--- src/rtl/counter_4bit.sv ---
// counter_4bit: WIDTH-bit unsigned up-counter with a level enable, an
// asynchronous clear and a registered one-cycle wrap flag. It is intended
// as a leaf event/cycle counter inside larger datapaths.
//
// The reset input keeps the codebase's historical name r_rst_n, but it is
// active-HIGH: a 1 on r_rst_n clears the counter.
module counter_4bit #(
  parameter int WIDTH = 4
) (
  input  logic             r_clk,
  input  logic             r_rst_n,
  input  logic             i_enable,
  output logic [WIDTH-1:0] o_count,
  output logic             o_carry
);

  // Sized constants keep the increment and the wrap compare at exactly WIDTH bits.
  localparam logic [WIDTH-1:0] CNT_ONE  = WIDTH'(1);
  localparam logic [WIDTH-1:0] CNT_MAX  = '1;

  // The edge that wraps all-ones to zero is the only one that raises carry.
  logic wrap_edge;
  assign wrap_edge = i_enable && (o_count == CNT_MAX);

  // Count and carry registers, cleared asynchronously while reset is high.
  // NOTE: reset appears in the sensitivity list so the clear takes effect
  // without a clock edge; state is updated with non-blocking assignments so
  // every register samples pre-edge values regardless of statement order.
  always_ff @(posedge r_clk or posedge r_rst_n) begin
    if (r_rst_n) begin
      o_count <= '0;
      o_carry <= 1'b0;
    end else begin
      if (i_enable) begin
        o_count <= o_count + CNT_ONE;
      end
      o_carry <= wrap_edge;
    end
  end

endmodule

--- config.mk ---
export PLATFORM = sky130hd
export DESIGN_NAME = counter_4bit
export DESIGN_NICKNAME = d
export VERILOG_FILES = /design/src/rtl/counter_4bit.sv
export SDC_FILE = /design/constraint.sdc
export NUM_CORES = 1
export LEC_CHECK = 0
export ABC_AREA = 1
export CAP_MARGIN = 10
export CORE_AREA = 3 3 40 42
export CTS_CLUSTER_SIZE = 8
export DETAILED_ROUTE_END_ITERATION = 8
export DIE_AREA = 0 0 43 45
export PLACE_DENSITY = 0.33
export SYNTH_ARGS = -nofsm -noshare
export SYNTH_HDL_FRONTEND = slang
export SYNTH_SLANG_ARGS = --single-unit
--- constraint.sdc ---
create_clock -name r_clk -period 1.5 [get_ports r_clk]
set_clock_uncertainty 0.1 [all_clocks]
set_input_delay 0.15 -clock r_clk [delete_from_list [all_inputs] [get_ports r_clk]]
set_output_delay 0.15 -clock r_clk [all_outputs]
set_load 0.02 [all_outputs]
; ---- Word-level counts from Yosys, hierarchy flattened
; Index checks and enable logic that the tools add are counted.
[word_totals]
word_cells = 5
input_bits = 3
reg_bits = 5
[op_classes]
reduce_logical = 1
add_sub_neg = 1
eq_ne = 1
[ops]
columns = cell, n
row1 = adder 4 x 1 -> 4 bit (second input constant), 1
row2 = equality test 4 bit (second input constant), 1
row3 = logical AND 1 bit, 1

; ---- Longest topological paths before layout
; Gate-level depths: netlist of the first run.
[logic_depth]
depth_word = 2
ltp_mapped = 4
ltp_nobuf = 4

; ---- Least setup slack after synthesis of the first run
; No wires, ideal clock.
[synth_timing]
path_kind = register to register
startpoint = reg o_count[0]
endpoint = reg o_count[2]
synth_period_minus_slack_ps = 1171
path_buffers = 0
slack_ps = 329
stages_incl_launch_ff = 5
arrival_time_ps = 952
required_ps = 1282
cell_sequence = dfrtp_1 ha_1 nand2_1 xor2_1 inv_1
[synth_via]
elab_chain_cells = 1
[synth_rtl]
columns = item, line_no
row1 = "start, declared", 13  ; output logic [WIDTH-1:0] o_count,
row2 = "start signal, assigned", 35  ; o_count <= o_count + CNT_ONE;
row3 = adder 4 x 1 -> 4 bit, 35
; No other way between the ends.
; A chain may end at the register's enable or synchronous reset.

; ---- Final worst setup path of the first run
[layout_timing]
startpoint = reg o_carry
endpoint = out o_carry
[layout_rtl]
columns = item, line_no
row1 = "start, declared", 14  ; output logic o_carry
row2 = "start signal, assigned", 37  ; o_carry <= wrap_edge;
; No word-level cell between the ends.

==> qor.csv, run 1 <==
stage;metric;value;unit
worst_setup_path;crit_buf_inv;1;
synthesis;ys_seq_area_share;58.5;%
flow_run;cap_viol_max_count;0;
clocking;cts_htree_levels;1;
synthesis;syn_area_per_cell;9.73;sq um
routing;drtIter0Drc;0;
floorplanning;dieArea;1940;sq um
worst_setup_path;cp.required;1250;ps
cells_and_area;num_antenna_cells;0;
cells_and_area;drive_gt1_share;9.09;%
routing;drt_wl_total;422;microns
place;gp_congestion;0.627;
sta;tightest_slew;226;ps
routing;routedWlPerCell;8.79;microns
clocking;cts_sinks;5;
cells_and_area;final_area;328;sq um
worst_setup_path;cp-start-kind;register;
worst_setup_path;critPathTopFamily;buffers and inverters;
sta;finalCriticalPeriod;1400;ps
synthesis;syn_area;214;sq um
worst_setup_path;crit_cells;1;
synthesis;synth_area_leaders;dfrtp_1 (58%), xor2_1 (8.2%), inv_1 (7.0%);
synthesis;synth_commonest_cells;dfrtp_1 (5), inv_1 (4), nand2_1 (4), nor2_1 (3), xor2_1 (2);
sta;finalCritPeriodShare;93.4;%
synthesis;ys.flop_type;dfrtp_1;
sta;whs;12.2;ps
worst_setup_path;crit_slowest_cell;clkdlybuf4s50_1;
synthesis;syn_nets;26;
sta;slew_viol_final;0;
place;place_area;303;sq um
run_status;outcome;completed;
sta;tns;0;ps
worst_setup_path;path_cells;clkdlybuf4s50_1;
synthesis;yosysTopAreaCell;dfrtp_1;
routing;dr.pass1.iters;1;
synthesis;synth_async_sr_flop_share;100;%
routing;via_per_inst;3.56;
sta;layout_setup_ws;99.5;ps
routing;post-route-drc-count;0;
clocking;clkTransAtPathRegs;40;ps
power_and_ir_drop;peakVddDrop;680;uV
grt;grt_use_total;5.94;%
clocking;cts_setup_buffers;0;
synthesis;synth_cell_type_count;9;
floorplanning;chipWidth;43;microns
synthesis;synth.most_common_cell;dfrtp_1;
worst_setup_path;end_kind;output port;
sta;rsz0062_at_grt;false;
cells_and_area;register_area;125;sq um
synthesis;postSynthCellCount;22;
floorplanning;core_area;1280;sq um
floorplanning;core.rowCount;13;
cells_and_area;fin_util;25.5;%
sta;max_slew_margin;84.9;%
synthesis;synth_edf_count;0;
sta;setup_viol;0;
grt;overflow;0;
grt;grt_pass1_vias;177;
power_and_ir_drop;power.leakage;0.167;nW
cells_and_area;area_delta_synth_final;53.2;%
floorplanning;die_h;45;microns
power_and_ir_drop;power_density;2100;nW/um^2
worst_setup_path;ff2ff_path_depth;4;
place;port-buffer-count;7;
worst_setup_path;cpPeakStageDelay;590;ps
clocking;cts_buffer_depth;2;
worst_setup_path;critical_path_class;register to output port;
sta;fmax;714;MHz
clocking;cts_tree;done;
grt;grt_pass1_wl;731;microns
routing;vias;171;
worst_setup_path;path_max_fanout;1;
floorplanning;ios;8;
synthesis;yosys_register_bits;5;
synthesis;synth_top_area_share;58.5;%
worst_setup_path;worstPathArrival;1150;ps
clocking;clockRootBuffer;clkbuf_4;
sta;hold_violations;0;
grt;antenna_found_initial;0;
hold_path;hp-class;input port to async pin;
clocking;clock_latency;240;ps
place;pre_cts_ws;239;ps
clocking;cts_buffers;3;
floorplanning;initial_utilization;16.7;%
cells_and_area;multi_input_area;73.8;sq um
routing;ant_nets;0;
grt;grt_max_degree;6;
cells_and_area;n_fill_cell;145;
cells_and_area;fin_nets;38;
synthesis;yosysWarningCount;0;
-- final cells by class --
class                      instances  share of cell area, %
clock buffer                       4                   8.02
timing repair buffer               7                   21.0
sequential                         5                   38.2
inverter                           4                   4.58
tap                               15                   5.73
multi-input combinational         13                   22.5
-- worst paths after layout --
check | from | to | slack (ps)
max | o_carry | o_carry | 100
min | r_rst_n | o_carry | 10
max reg2reg | o_count[0] | o_count[2] | 390
min reg2reg | o_count[0] | o_count[0] | 420
max in group asynchronous | r_rst_n | o_count[0] | 1110
min in group r_clk | o_count[0] | o_count[0] | 420
-- metrics by stage --
stage                     power [W]  std cells
after floorplan            0.000422         22
after global placement     0.000568         44
after detailed placement   0.000572         44
after CTS                  0.000711         48
after global routing       0.000754         48
final                      0.000687         48
-- cells in the final DEF (no fill, tap or decap) --
cell	synthesis	final
inv_1	4	4
xor2_1	2	2
nor3_1	1	1
dlygate4sd2_1	0	3
nor3b_1	1	1
dfrtp_1	5	5
nor2_1	3	3
clkbuf_4	0	3
clkbuf_1	0	1
dlymetal6s2s_1	0	1
ha_1	1	1
o21ai_0	1	1
clkdlybuf4s50_1	0	3
nand2_1	4	4
-- cells by family after synthesis --
family,share of synthesized area [%]
AND/OR/NAND/NOR,18.1
flip-flops,58.5
buffers and inverters,7.02
XOR/XNOR,8.19
AO/OA/AOI/OAI,2.34
adder cells (fa/ha/maj),5.85
-- where the power goes --
group / switching (W) / total (W) / internal, W
combinational: 0.000158 / 0.000280 / 0.000122
clock: 0.0000566 / 0.000157 / 0.000101
sequential: 0.0000553 / 0.000250 / 0.000195
-- sequential cells by signal (all words and copies together) (netlist names) --
register and flops:
o_count 4, o_carry 1
-- routing by layer --
layer  routed length (microns)  share of wire, %  GRT usage (%)  vias to the layer above
li1                          -                 -              -                       89
met1                       194                46           6.34                       76
met2                       184                44           7.19                        6
met3                        43                10           2.39                        0
met4                         0                 0           9.04                        0
met5                         0                 0              0                        -
-- repair_timing --
item | CTS | global route
pin swaps | 0 | 0
gates cloned | 0 | 0
setup endpoints to repair | 3 | 1
hold buffers | 0 | 0
resized for setup | 3 | 1
No activity file was read; power rests on OpenSTA's default activity.
==> run 2: changes to the inputs <==
Clock period 1.5 ns to 1.6 ns, I/O delays scaled along.
==> qor.csv, run 2 (synthesized netlist as in run 1, its figures left out) <==
stage;metric;value;unit
cells_and_area;layout_commonest_cell;clkdlybuf4s50_1;
grt;grt.busiest_layer;met4;
cells_and_area;num_antenna_cells;0;
cells_and_area;fin_util;25.6;%
clocking;cts_tree;done;
clocking;cts_htree_levels;1;
grt;use_met1;6.59;%
cells_and_area;register_area;125;sq um
grt;grt_use_total;6.02;%
place;gp_congestion;0.627;
sta;hold_violations;0;
worst_setup_path;end_kind;output port;
grt;grt_max_degree;6;
grt;grt_pass1_wl;745;microns
hold_path;hp-class;input port to async pin;
power_and_ir_drop;switching_share;37.8;%
worst_setup_path;ff2ff_path_depth;4;
clocking;cts_buffer_depth;2;
clocking;clock_latency;240;ps
worst_setup_path;worstPathArrival;1260;ps
worst_setup_path;critPathTopFamily;buffers and inverters;
run_status;outcome;completed;
sta;fmax;658;MHz
cells_and_area;stdcell_count;48;
power_and_ir_drop;clkPwrFrac;21.8;%
routing;dr.pass1.iters;1;
routing;drt_wl_total;419;microns
grt;overflow;0;
routing;post-route-drc-count;0;
sta;rsz0062_at_grt;false;
sta;max_slew_margin;85.4;%
routing;drtIter0Drc;0;
grt;grt_pass1_vias;183;
grt;gr-usage-met2;7.19;%
grt;use_met3;2.39;%
grt;antenna_found_initial;0;
worst_setup_path;critical_path_class;register to output port;
sta;tns;0;ps
cells_and_area;layout_common_cells;clkdlybuf4s50_1 (7), dfrtp_1 (5), inv_1 (4), nand2_1 (4);
cells_and_area;area_delta_synth_final;53.8;%
floorplanning;initial_utilization;16.7;%
clocking;cts_sinks;5;
clocking;clockRootBuffer;clkbuf_4;
clocking;ctsResizeCount;0;
cells_and_area;largest_register;o_count;
worst_setup_path;crit_slowest_cell;clkdlybuf4s50_1;
floorplanning;ios;8;
worst_setup_path;path_cells;clkdlybuf4s50_1;
worst_setup_path;crit_buf_inv;1;
power_and_ir_drop;p_int;0.000421;W
power_and_ir_drop;power.leakage;0.154;nW
flow_run;cap_viol_max_count;0;
clocking;cts_buffers;3;
cells_and_area;final_area;329;sq um
floorplanning;dieArea;1940;sq um
worst_setup_path;path_max_fanout;4;
cells_and_area;multi_input_area;73.8;sq um
clocking;clkTransAtPathRegs;40;ps
cells_and_area;largest_register_ffs;4;
sta;setup_viol;0;
floorplanning;core.rowCount;13;
power_and_ir_drop;peakVddDrop;695;uV
cells_and_area;biggestRegsByFlops;o_count: 4 flops, o_carry: 1 flops;
clocking;cts_hold_buf;0;
floorplanning;chipWidth;43;microns
place;port-buffer-count;7;
worst_setup_path;r2r_setup_slack;490;ps
cells_and_area;drive_gt1_share;9.09;%
routing;vias;171;
power_and_ir_drop;power_density;2060;nW/um^2
floorplanning;die_h;45;microns
place;place_area;303;sq um
sta;finalCritPeriodShare;94.9;%
place;dp.cells;44;
worst_setup_path;cp.required;1340;ps
routing;via_per_inst;3.56;
clocking;cts_setup_buffers;0;
routing;routedWlPerCell;8.73;microns
worst_setup_path;r2r_start;o_count[0];
power_and_ir_drop;switching_power;0.000256;W
cells_and_area;n_fill_cell;149;
cells_and_area;fin_nets;38;
floorplanning;core_area;1280;sq um
routing;ant_nets;0;
power_and_ir_drop;comb_power_share;43.2;%
worst_setup_path;worstReg2RegEnd;o_count[2];
worst_setup_path;cpPeakStageDelay;630;ps
power_and_ir_drop;seqPwrFrac;35.0;%
sta;tightest_slew;219;ps
sta;slew_viol_final;0;
worst_setup_path;cp-start-kind;register;
sta;finalCriticalPeriod;1520;ps
run 2: cell types whose count changed in the layout (fill, tap and decap cells not counted), sizes merged:
| cell | before | now |
|---|---|---|
| dlymetal6s2s | 1 | 0 |
| dlygate4sd2 | 3 | 0 |
| clkdlybuf4s50 | 3 | 7 |
run 2: worst max-delay path by stage:
stage	from	to	slack, ps	depth (start not counted)
detailed placement	o_count[2]	o_count[2]	330	1
CTS	o_count[2]	o_count[2]	60	1
floorplan	o_count[0]	o_count[2]	430	4
finish	o_count[0]	o_count[0]	80	1
global route	o_count[1]	o_count[1]	20	1
global placement	o_count[0]	o_count[0]	330	1
run 2: layout make-up:
class                   count  share of cell area [%]
flip-flops and latches      5                    38.0
multi-input cells          13                    22.4
repair buffers              7                    21.3
clock buffers               4                    7.98
well taps                  15                    5.70
inverters                   4                    4.56
run 2: metal layers:
metal,wire length (microns),vias up
li1,-,89
met1,191,76
met2,182,6
met3,44,0
met4,0,0
met5,0,-
run 2: metrics by stage:
step           worst slack (ps)  hold WS [ps]  power (W)
3_3_place_gp                327           283   0.000533
5_1_grt                    18.2          51.5   0.000739
6_report                   81.4          22.2   0.000677
4_1_cts                    58.3          20.6   0.000696
3_5_place_dp                329           285   0.000536
2_1_floorplan               429          -161   0.000395
run 2: power by group through the flow:
stage / logic (W) / registers [W] / clock network, W
detailed placement: 0.000296 / 0.000240 / 0
floorplan: 0.0000959 / 0.000299 / 0
global placement: 0.000294 / 0.000239 / 0
finish: 0.000293 / 0.000237 / 0.000147
global route: 0.000316 / 0.000248 / 0.000174
CTS: 0.000298 / 0.000238 / 0.000160
==> run 3: changes to the inputs <==
Settings changed: SLEW_MARGIN set to 20.
==> results of run 3 <==
Same layout as run 2: the final DEF is identical, and so are final timing and power.
